`src/rtl/fu_pkg.sv`:
```
// Shared types and helpers for the functional-unit FIFO/delay bank.
// FU_DATA_WIDTH is the nominal component width used for cplx_t.
package fu_pkg;

  localparam int FU_DATA_WIDTH = 16;

  typedef logic [2*FU_DATA_WIDTH-1:0] cplx_t;

  typedef enum logic {
    CH_FIFO  = 1'b0,
    CH_DELAY = 1'b1
  } ch_mode_e;

  // Delay lines are only meaningful for 1..depth; out-of-range requests saturate.
  function automatic int clamp_delay(input int d, input int depth);
    if (d < 1) return 1;
    if (d > depth) return depth;
    return d;
  endfunction

endpackage

```
`src/rtl/fu_fifo_ch.sv`:
```
// One buffer channel: flow-controlled FIFO or fixed-latency delay line.
// Storage words carry a valid tag so the delay line can reproduce wr_en gaps.
module fu_fifo_ch
  import fu_pkg::*;
#(
  parameter int DATA_WIDTH = 16,
  parameter int DEPTH      = 16,
  localparam int CW        = $clog2(DEPTH + 1),
  localparam int PW        = $clog2(DEPTH),
  localparam int EW        = 2 * DATA_WIDTH
) (
  input  logic          clk,
  input  logic          rst_n,
  input  logic          cfg_we,
  input  logic          cfg_mode,
  input  logic [CW-1:0] cfg_delay,
  input  logic          flush,
  input  logic          wr_en,
  input  logic          rd_en,
  input  logic [EW-1:0] data_i,
  output logic [EW-1:0] data_o,
  output logic          valid_o,
  output logic          full_o,
  output logic          empty_o,
  output logic [CW-1:0] count_o,
  output logic          ovf_o,
  output logic          udf_o
);

  logic [EW:0]   mem [DEPTH];
  logic [PW-1:0] wptr, rptr, rd_addr;
  logic [CW-1:0] count, delay, warm, delay_new;
  ch_mode_e      mode;
  logic          clr, is_fifo, rd_acc, wr_acc, mem_we;

  assign clr       = flush | cfg_we;
  assign is_fifo   = (mode == CH_FIFO);
  assign delay_new = CW'(clamp_delay(int'(cfg_delay), DEPTH));
  assign rd_acc    = is_fifo && !clr && rd_en && (count != '0);
  assign wr_acc    = is_fifo && !clr && wr_en && ((count != CW'(DEPTH)) || rd_acc);
  assign mem_we    = !clr && (wr_acc || !is_fifo);
  // For delay == DEPTH the low bits are zero, so the slot about to be overwritten is read.
  assign rd_addr   = is_fifo ? rptr : wptr - delay[PW-1:0];

  always_ff @(posedge clk) begin
    if (mem_we) mem[wptr] <= {wr_en, data_i};
  end

  always_ff @(posedge clk) begin
    if (rst_n) begin
      wptr    <= '0;
      rptr    <= '0;
      count   <= '0;
      mode    <= CH_FIFO;
      delay   <= CW'(1);
      warm    <= '0;
      data_o  <= '0;
      valid_o <= 1'b0;
      ovf_o   <= 1'b0;
      udf_o   <= 1'b0;
    end else if (clr) begin
      wptr    <= '0;
      rptr    <= '0;
      count   <= '0;
      valid_o <= 1'b0;
      ovf_o   <= 1'b0;
      udf_o   <= 1'b0;
      if (cfg_we) begin
        mode  <= ch_mode_e'(cfg_mode);
        delay <= delay_new;
        warm  <= delay_new;
      end else begin
        warm  <= delay;
      end
    end else if (is_fifo) begin
      if (wr_acc) wptr <= wptr + 1'b1;
      if (rd_acc) begin
        rptr   <= rptr + 1'b1;
        data_o <= mem[rd_addr][EW-1:0];
      end
      valid_o <= rd_acc;
      count   <= count + CW'(wr_acc) - CW'(rd_acc);
      if (wr_en && !wr_acc) ovf_o <= 1'b1;
      if (rd_en && !rd_acc) udf_o <= 1'b1;
    end else begin
      wptr <= wptr + 1'b1;
      // Slots read during the first D cycles predate the flush and are stale.
      if (warm != '0) begin
        warm    <= warm - 1'b1;
        valid_o <= 1'b0;
      end else begin
        data_o  <= mem[rd_addr][EW-1:0];
        valid_o <= mem[rd_addr][EW];
      end
    end
  end

  assign full_o  = (count == CW'(DEPTH));
  assign empty_o = (count == '0);
  assign count_o = count;

endmodule

```
`src/rtl/fu_fifo_bank.sv`:
```
// Bank of NUM_CH independent FIFO/delay-line channels with a shared config port.
module fu_fifo_bank
  import fu_pkg::*;
#(
  parameter int DATA_WIDTH = 16,
  parameter int NUM_CH     = 4,
  parameter int DEPTH      = 16,
  localparam int CW        = $clog2(DEPTH + 1),
  localparam int CHW       = (NUM_CH > 1) ? $clog2(NUM_CH) : 1
) (
  input  logic                                 clk,
  input  logic                                 rst_n,
  input  logic                                 cfg_we,
  input  logic [CHW-1:0]                       cfg_ch,
  input  logic                                 cfg_mode,
  input  logic [CW-1:0]                        cfg_delay,
  input  logic [NUM_CH-1:0]                    flush_i,
  input  logic [NUM_CH-1:0]                    wr_en,
  input  logic [NUM_CH-1:0]                    rd_en,
  input  logic [NUM_CH-1:0][2*DATA_WIDTH-1:0]  data_i,
  output logic [NUM_CH-1:0][2*DATA_WIDTH-1:0]  data_o,
  output logic [NUM_CH-1:0]                    valid_o,
  output logic [NUM_CH-1:0]                    full_o,
  output logic [NUM_CH-1:0]                    empty_o,
  output logic [NUM_CH-1:0][CW-1:0]            count_o,
  output logic [NUM_CH-1:0]                    ovf_o,
  output logic [NUM_CH-1:0]                    udf_o
);

  for (genvar i = 0; i < NUM_CH; i++) begin : g_ch
    logic cfg_hit;
    assign cfg_hit = cfg_we && (cfg_ch == CHW'(i));

    fu_fifo_ch #(
      .DATA_WIDTH (DATA_WIDTH),
      .DEPTH      (DEPTH)
    ) u_ch (
      .clk       (clk),
      .rst_n     (rst_n),
      .cfg_we    (cfg_hit),
      .cfg_mode  (cfg_mode),
      .cfg_delay (cfg_delay),
      .flush     (flush_i[i]),
      .wr_en     (wr_en[i]),
      .rd_en     (rd_en[i]),
      .data_i    (data_i[i]),
      .data_o    (data_o[i]),
      .valid_o   (valid_o[i]),
      .full_o    (full_o[i]),
      .empty_o   (empty_o[i]),
      .count_o   (count_o[i]),
      .ovf_o     (ovf_o[i]),
      .udf_o     (udf_o[i])
    );
  end

endmodule

```
`config.mk`:
```
export PLATFORM = sky130hd
export DESIGN_NAME = fu_fifo_bank
export DESIGN_NICKNAME = d
export VERILOG_FILES = /design/src/rtl/fu_pkg.sv /design/src/rtl/fu_fifo_ch.sv /design/src/rtl/fu_fifo_bank.sv
export SDC_FILE = /design/constraint.sdc
export NUM_CORES = 2
export LEC_CHECK = 0
export CAP_MARGIN = 5
export CORE_UTILIZATION = 53
export DETAILED_ROUTE_END_ITERATION = 7
export HOLD_SLACK_MARGIN = 0.12
export PLACE_DENSITY_LB_ADDON = 0.05
export SLEW_MARGIN = 20
export SYNTH_ARGS = -nofsm -noshare
export SYNTH_HDL_FRONTEND = slang
export SYNTH_SLANG_ARGS = --single-unit
export TNS_END_PERCENT = 30
```
`constraint.sdc`:
```
create_clock -name clk -period 10.66 [get_ports clk]
set_clock_uncertainty 0.1 [all_clocks]
set_input_delay 2.132 -clock clk [delete_from_list [all_inputs] [get_ports clk]]
set_output_delay 2.132 -clock clk [all_outputs]
set_load 0.05 [all_outputs]
```
# Word level (Yosys, flattened, before mapping)
# Memories as Yosys holds them, arrays and structs flattened.
# Index checks and enable logic that the tools add are counted.
# Widths: inputs -> output; s select.
# op_classes
n_addsub	24
n_mul	0
div	0
magnitude_cmp	2
eq_ne	15
shifts	0
mux	63
bitwise_logic	12
reduce_logical	113
# op_table
cell	count
$mux 32	12
$mux 5	19
$mux 4	12
$reduce_and 2->1	20
$reduce_bool 5->1	8
$logic_and 1x1->1	36
$add 4x1->4 const B	8
$reduce_bool 2->1	16
$add 5x1->5	4
$eq 5x5->1 const B	4
$logic_not 5->1	4
$mux 1	20
$ne 5x5->1 const B	4
$sub 5x1->5	4
$sub 5x1->5 const B	4
$sub 4x4->4	4
$logic_not 1->1	12
$reduce_and 3->1	4
$logic_or 1x1->1	8
$ne 2x2->1 const B	4
$not 1->1	8
$reduce_or 2->1	4
$gt 5x5->1 const B	1
$lt 5x1->1 const B	1
other kinds (4)	8
# word_totals
reg_bits	236
latch_bits	0
ramBits	2112
rom_bits	0
input_bits	151
out_inout_bits	168
elab_cells	273
memories	4
# memory_table
memory	words	width	rd	rd_ports_with_merged_regs	write_ports	line	rtl
g_ch[0].u_ch.mem	16	33	1	0	1	fu_fifo_ch.sv:30	logic [EW:0] mem [DEPTH];
g_ch[1].u_ch.mem	16	33	1	0	1	fu_fifo_ch.sv:30	
g_ch[2].u_ch.mem	16	33	1	0	1	fu_fifo_ch.sv:30	
g_ch[3].u_ch.mem	16	33	1	0	1	fu_fifo_ch.sv:30	

# Logic depth before layout (Yosys ltp)
# logic_depth
ltp_word	13
ltp_mapped	15

# By module
# Synthesis repeated with hierarchy kept, for this count alone.
# unflattened
cells_unflattened	7102
hier_area_um2	96741.5
# by_module_without_submodules
module	n_inst	cells_each	area_each_um2	seq_area_each_um2
fu_fifo_ch at g_ch[0].u_ch ...	2	1788	24234.5	17036.3
fu_fifo_ch at g_ch[3].u_ch	1	1707	24305.8	17036.3
fu_fifo_ch at g_ch[1].u_ch	1	1815	23929.2	17036.3
fu_fifo_bank	1	4	37.5	0.0

# Least setup slack after synthesis
# No wires, ideal clock.
# synth_path
path_kind	input port to flip-flop
from	input port cfg_ch[1]
to	memory g_ch[1].u_ch.mem[3][0] in the netlist's numbering, enable pin
arrival_ns	6.205
setup_slack_ns	3.849
stages	6
path_buffers	1
path_cell_list	nand3b_1 nor2b_1 a31o_2 clkbuf_1 nand2_1 nor4_1
# synth_via
elab_chain_cells	13
word_cells_on_any_way	14
# synth_lines
element	line	rtl
start: declaration	fu_fifo_bank.sv:14	input logic [CHW-1:0] cfg_ch,
$eq 2x1->1 *	fu_fifo_bank.sv:32	assign cfg_hit = cfg_we && (cfg_ch == CHW'(i));
$logic_and 1x1->1 *	fu_fifo_bank.sv:32	
$or 1x1->1 *	fu_fifo_ch.sv:36	assign clr = flush | cfg_we;
$logic_not 1->1 *	fu_fifo_ch.sv:39, fu_fifo_ch.sv:40, fu_fifo_ch.sv:41	
$logic_and 1x1->1	fu_fifo_ch.sv:39, fu_fifo_ch.sv:40	
$logic_and 1x1->1 (2 in a row)	fu_fifo_ch.sv:39	assign rd_acc = is_fifo && !clr && rd_en && (count != '0);
$logic_or 1x1->1	fu_fifo_ch.sv:40	assign wr_acc = is_fifo && !clr && wr_en && ((count != CW'(DEPTH)) || rd_acc);
$logic_and 1x1->1	fu_fifo_ch.sv:40	
$logic_or 1x1->1	fu_fifo_ch.sv:41	assign mem_we = !clr && (wr_acc || !is_fifo);
$logic_and 1x1->1 *	fu_fifo_ch.sv:41	
$mux 1 *	fu_fifo_ch.sv:46	if (mem_we) mem[wptr] <= {wr_en, data_i};
$mux 1 (implied by the code) *	fu_fifo_ch.sv:46	
end: declaration	fu_fifo_ch.sv:30	
# Mark *: on every way between the ends. The rest lies on a longest branch, timed or not.

# Worst setup path in the final report
# layout_path
from	input port cfg_ch[1]
to	register g_ch[1].u_ch.count[4]
# layout_via
elab_chain_cells	11
word_cells_on_any_way	13
# layout_lines
element	line	rtl
$eq 2x1->1 *	fu_fifo_bank.sv:32	
$logic_and 1x1->1 *	fu_fifo_bank.sv:32	
$or 1x1->1 *	fu_fifo_ch.sv:36	
$logic_not 1->1	fu_fifo_ch.sv:39, fu_fifo_ch.sv:40	
$logic_and 1x1->1	fu_fifo_ch.sv:39, fu_fifo_ch.sv:40	
$logic_and 1x1->1 (2 in a row)	fu_fifo_ch.sv:39	
$logic_or 1x1->1	fu_fifo_ch.sv:40	
$logic_and 1x1->1	fu_fifo_ch.sv:40	
$add 5x1->5	fu_fifo_ch.sv:82	count <= count + CW'(wr_acc) - CW'(rd_acc);
$sub 5x1->5	fu_fifo_ch.sv:82	
end signal: assignment	fu_fifo_ch.sv:82	
end: declaration	fu_fifo_ch.sv:32	logic [CW-1:0] count, delay, warm, delay_new;
# Marked as above.
# A chain may end at the register's enable or synchronous reset.

==> results.sh <==
export IMPL_nNetsFinal=6187
export IMPL_place_hpwl_mm=123
export IMPL_cts_hold_buf=0
export IMPL_crit_type="primary input to flip-flop"
export IMPL_fin_crit_sh_pct=52.1
export IMPL_worstPathArrival_ps=6230
export IMPL_finalSetupViolCount=0
export IMPL_total_power_mw=19.6
export IMPL_row_count=154
export IMPL_dieArea_um2=179000
export IMPL_path_clk_slew_ps=60
export IMPL_whs_endpoint="g_ch[0].u_ch.data_o[20]$_SDFFE_PP0P_"
export IMPL_synth_cells=5632
export IMPL_synth_nets=5855
export IMPL_cap_viol_max_count=0
export IMPL_relSlewSlack_pct=28.1
export IMPL_failed_checks="design-rule violations"
export IMPL_dr_first_iter_drc_count=4437
export IMPL_clk_latency_ps=870
export IMPL_die_height_um=424
export IMPL_clockBufferDepth=3
export IMPL_stdcell_count=8529
export IMPL_status="complete, but fails checks"
export IMPL_layout_commonest_cell="edfxtp_1"
export IMPL_synth_area_leaders="edfxtp_1 (67%), mux4_2 (9.1%), dfxtp_1 (5.0%), nor2_1 (2.3%), o22ai_1 (1.8%)"
export IMPL_root_buffer="clkbuf_16"
export IMPL_drv_slew=0
export IMPL_tritoncts="done"
export IMPL_stdcell_area_um2=108000
export IMPL_worstSetupEndpointType="flip-flop"
export IMPL_fp_coreArea_um2=176000
export IMPL_yosys_area_top_type="edfxtp_1"
export IMPL_top_layer_used="met5"
export IMPL_finalCriticalPeriod_ps=5550
export IMPL_final_seq_area_um2=68200
export IMPL_fmax_mhz=180
export IMPL_synth_top_area_share_pct=67.3
export IMPL_leakage_nw=35.9
export IMPL_avgViaCountPerCell=6.09
export IMPL_layout_setup_ws_ps=5110
export IMPL_wire_per_inst_um=26.4
export IMPL_netlist_area_um2=94200
export IMPL_worst_r2r_cell_count=10
export IMPL_r2r_slack_ps=5800
export IMPL_met1_length_mm=94.9
export IMPL_met2_length_mm=112
export IMPL_r2r_end="g_ch[1].u_ch.data_o[15]$_SDFFE_PP0P_"
export IMPL_ys_warn_count=0
export IMPL_grt_max_degree=96
export IMPL_num_io_pins=319
export IMPL_synth_async_reset_ratio_pct=0
export IMPL_syn_area_per_cell_um2=16.7
export IMPL_synth_main_ff_cell="edfxtp_1"
export IMPL_cts_buffers=234
export IMPL_grt_use_total_pct=25.0
export IMPL_globalRouteOverflowTotal=0
export IMPL_ir_drop_mv=0.158
export IMPL_placed_area_um2=100000
export IMPL_worstPathCellList="clkdlybuf4s50_1, nand3b_1, nand2b_1, nor2_1, ha_1, inv_1, ha_1, fa_1, a21oi_1, nor2_1, nor2_1, xnor2_1, or3_1, a21oi_1"
export IMPL_hold_class="flip-flop to flip-flop"
export IMPL_cts_htree_levels=4
export IMPL_area_growth_pct=14.9
export IMPL_grt_pass1_wl_mm=336
export IMPL_nFillCells=12900
export IMPL_max_stage_delay_ps=810
export IMPL_die_w_um=424
export IMPL_final_hold_violation_count=0
export IMPL_routed_wl_mm=225
export IMPL_cp_slowest_cell="nand2b_1"
export IMPL_p_per_area_nw_per_um2=181
export IMPL_synth_edf_count=2112
export IMPL_cp_max_fo=16
export IMPL_drive_gt1_share_pct=15.8
export IMPL_rsz0062_at_grt="false"
export IMPL_post_cts_resized=0
export IMPL_ys_seq_area_share_pct=72.3
export IMPL_setup_tns_ps=0
export IMPL_postCtsSetupBuffers=0
export IMPL_antenna_found_initial=26
export IMPL_dr_total_vias=51900
export IMPL_grt_pass1_vias=52400
export IMPL_antenna_left=0
export IMPL_final_core_util_pct=61.4
export IMPL_min_from="g_ch[0].u_ch.data_o[20]$_SDFFE_PP0P_"
export IMPL_multi_input_area_um2=24800
export IMPL_worstSetupStartpointType="primary input"
export IMPL_io_buffers=318
export IMPL_wl_met3_mm=11.8
export IMPL_drc=26
export IMPL_cts_sinks=2348
export IMPL_worstReg2RegStart="g_ch[1].u_ch.wptr[0]$_SDFFE_PP0N_"
export IMPL_worst_pin_slew_ps=1080
export IMPL_synth_cell_types=56
export IMPL_final_cell_mix="edfxtp_1 (2112), nor2_1 (524), mux4_2 (380), clkdlybuf4s50_1 (317), o22ai_1 (272)"
export IMPL_dp_cells=8067
export IMPL_whs_path_depth=1
export IMPL_synth_seq_cells=2348
export IMPL_start_util_pct=53.4
export IMPL_required_ps=11340
export IMPL_drt_first_pass_iters=7
export IMPL_cpMostUsedCell="nor2_1"
export IMPL_place_congestion=0.800
export IMPL_hold_ws_ps=350
export IMPL_pre_cts_ws_ps=4160
[worst max-delay path, delay by kind of cell]
kind | cells | cell delay [ps]
simple gates | 6 | 2190
fa+ha+maj | 3 | 980
buf+inv | 2 | 510
compound gates | 2 | 300
xor+xnor | 1 | 80
[flip-flops by register name, indices dropped and copies added, names as in the netlist]
| signal | count |
|---|---|
| g_ch.u_ch.udf_o | 4 |
| g_ch.u_ch.mem | 2112 |
| g_ch.u_ch.mode | 4 |
| g_ch.u_ch.count_o | 20 |
| g_ch.u_ch.data_o | 128 |
| g_ch.u_ch.delay | 20 |
| g_ch.u_ch.rptr | 16 |
| g_ch.u_ch.valid_o | 4 |
| g_ch.u_ch.ovf_o | 4 |
| g_ch.u_ch.warm | 20 |
| g_ch.u_ch.wptr | 16 |
[cells by family (layout without fill, tap and decap cells)]
| kind of cell | Yosys count | in the layout | synth area share, % |
|---|---|---|---|
| adder cells (fa/ha/maj) | 72 | 72 | 1.02 |
| other | 0 | 14 | 0 |
| flip-flops | 2348 | 2348 | 72.3 |
| AND/OR/NAND/NOR | 1268 | 1268 | 6.62 |
| XOR/XNOR | 63 | 63 | 0.586 |
| AO/OA/AOI/OAI | 931 | 931 | 6.63 |
| multiplexers | 535 | 535 | 10.7 |
| buffers and inverters | 415 | 958 | 2.09 |
[final cells by class]
type,instances,share of cell area (%)
sequential,2348,62.9
clock inverter,127,1.30
antenna,14,0.0324
multi-input combinational,2869,22.9
clock buffer,320,6.01
inverter,64,0.222
tap,2340,2.70
timing repair buffer,447,3.91
[how the worst max path moves through the flow]
stage / startpoint / endpoint / slack, ps / cells after the start
floorplan: cfg_ch[1] / g_ch[1].u_ch.mem[3][0]$_DFFE_PP_ / 3850 / 6
global placement: cfg_ch[1] / g_ch[1].u_ch.count_o[4]$_SDFFE_PP0N_ / 4120 / 14
detailed placement: cfg_ch[1] / g_ch[1].u_ch.count_o[4]$_SDFFE_PP0N_ / 4160 / 14
CTS: cfg_ch[1] / g_ch[1].u_ch.count_o[4]$_SDFFE_PP0N_ / 5070 / 14
global route: cfg_ch[1] / g_ch[1].u_ch.count_o[4]$_SDFFE_PP0N_ / 4810 / 14
finish: cfg_ch[1] / g_ch[1].u_ch.count_o[4]$_SDFFE_PP0N_ / 5110 / 14
[power breakdown]
part | switching [mW] | internal, mW
Combinational | 0.695 | 0.416
Clock | 3.49 | 4.91
Sequential | 0.0460 | 10.1
[synthesized netlist by cell type, types with 3 or more instances]
| library cell | n |
|---|---|
| a211o_1 | 12 |
| a211oi_1 | 20 |
| a21o_1 | 130 |
| a21oi_1 | 52 |
| a22oi_1 | 128 |
| a311oi_1 | 4 |
| a31oi_1 | 4 |
| and2_1 | 6 |
| and3_1 | 124 |
| buf_1 | 30 |
| buf_2 | 52 |
| buf_4 | 40 |
| buf_6 | 23 |
| clkbuf_1 | 202 |
| clkbuf_4 | 3 |
| dfxtp_1 | 236 |
| edfxtp_1 | 2112 |
| fa_1 | 8 |
| ha_1 | 64 |
| inv_1 | 64 |
| mux2i_1 | 155 |
| mux4_2 | 380 |
| nand2_1 | 80 |
| nand2_2 | 7 |
| nand2b_1 | 23 |
| nand3_1 | 101 |
| nand3b_1 | 9 |
| nand4_1 | 20 |
| nand4bb_1 | 3 |
| nor2_1 | 580 |
| nor2b_1 | 258 |
| nor3_1 | 7 |
| nor3b_1 | 3 |
| nor4_1 | 12 |
| nor4b_1 | 8 |
| o21ai_0 | 178 |
| o22ai_1 | 272 |
| o32ai_1 | 124 |
| or2_1 | 6 |
| or3_1 | 6 |
| or3b_1 | 3 |
| or4_1 | 4 |
| xnor2_1 | 31 |
| xor2_1 | 32 |
[metal layers]
layer  global-route usage [%]  vias up
met5                        0        -
met4                     8.27       14
met3                     3.51      341
met2                     41.8     1457
met1                     34.1    27100
li1                         -    23000
Power figures use the tool's default switching activity.
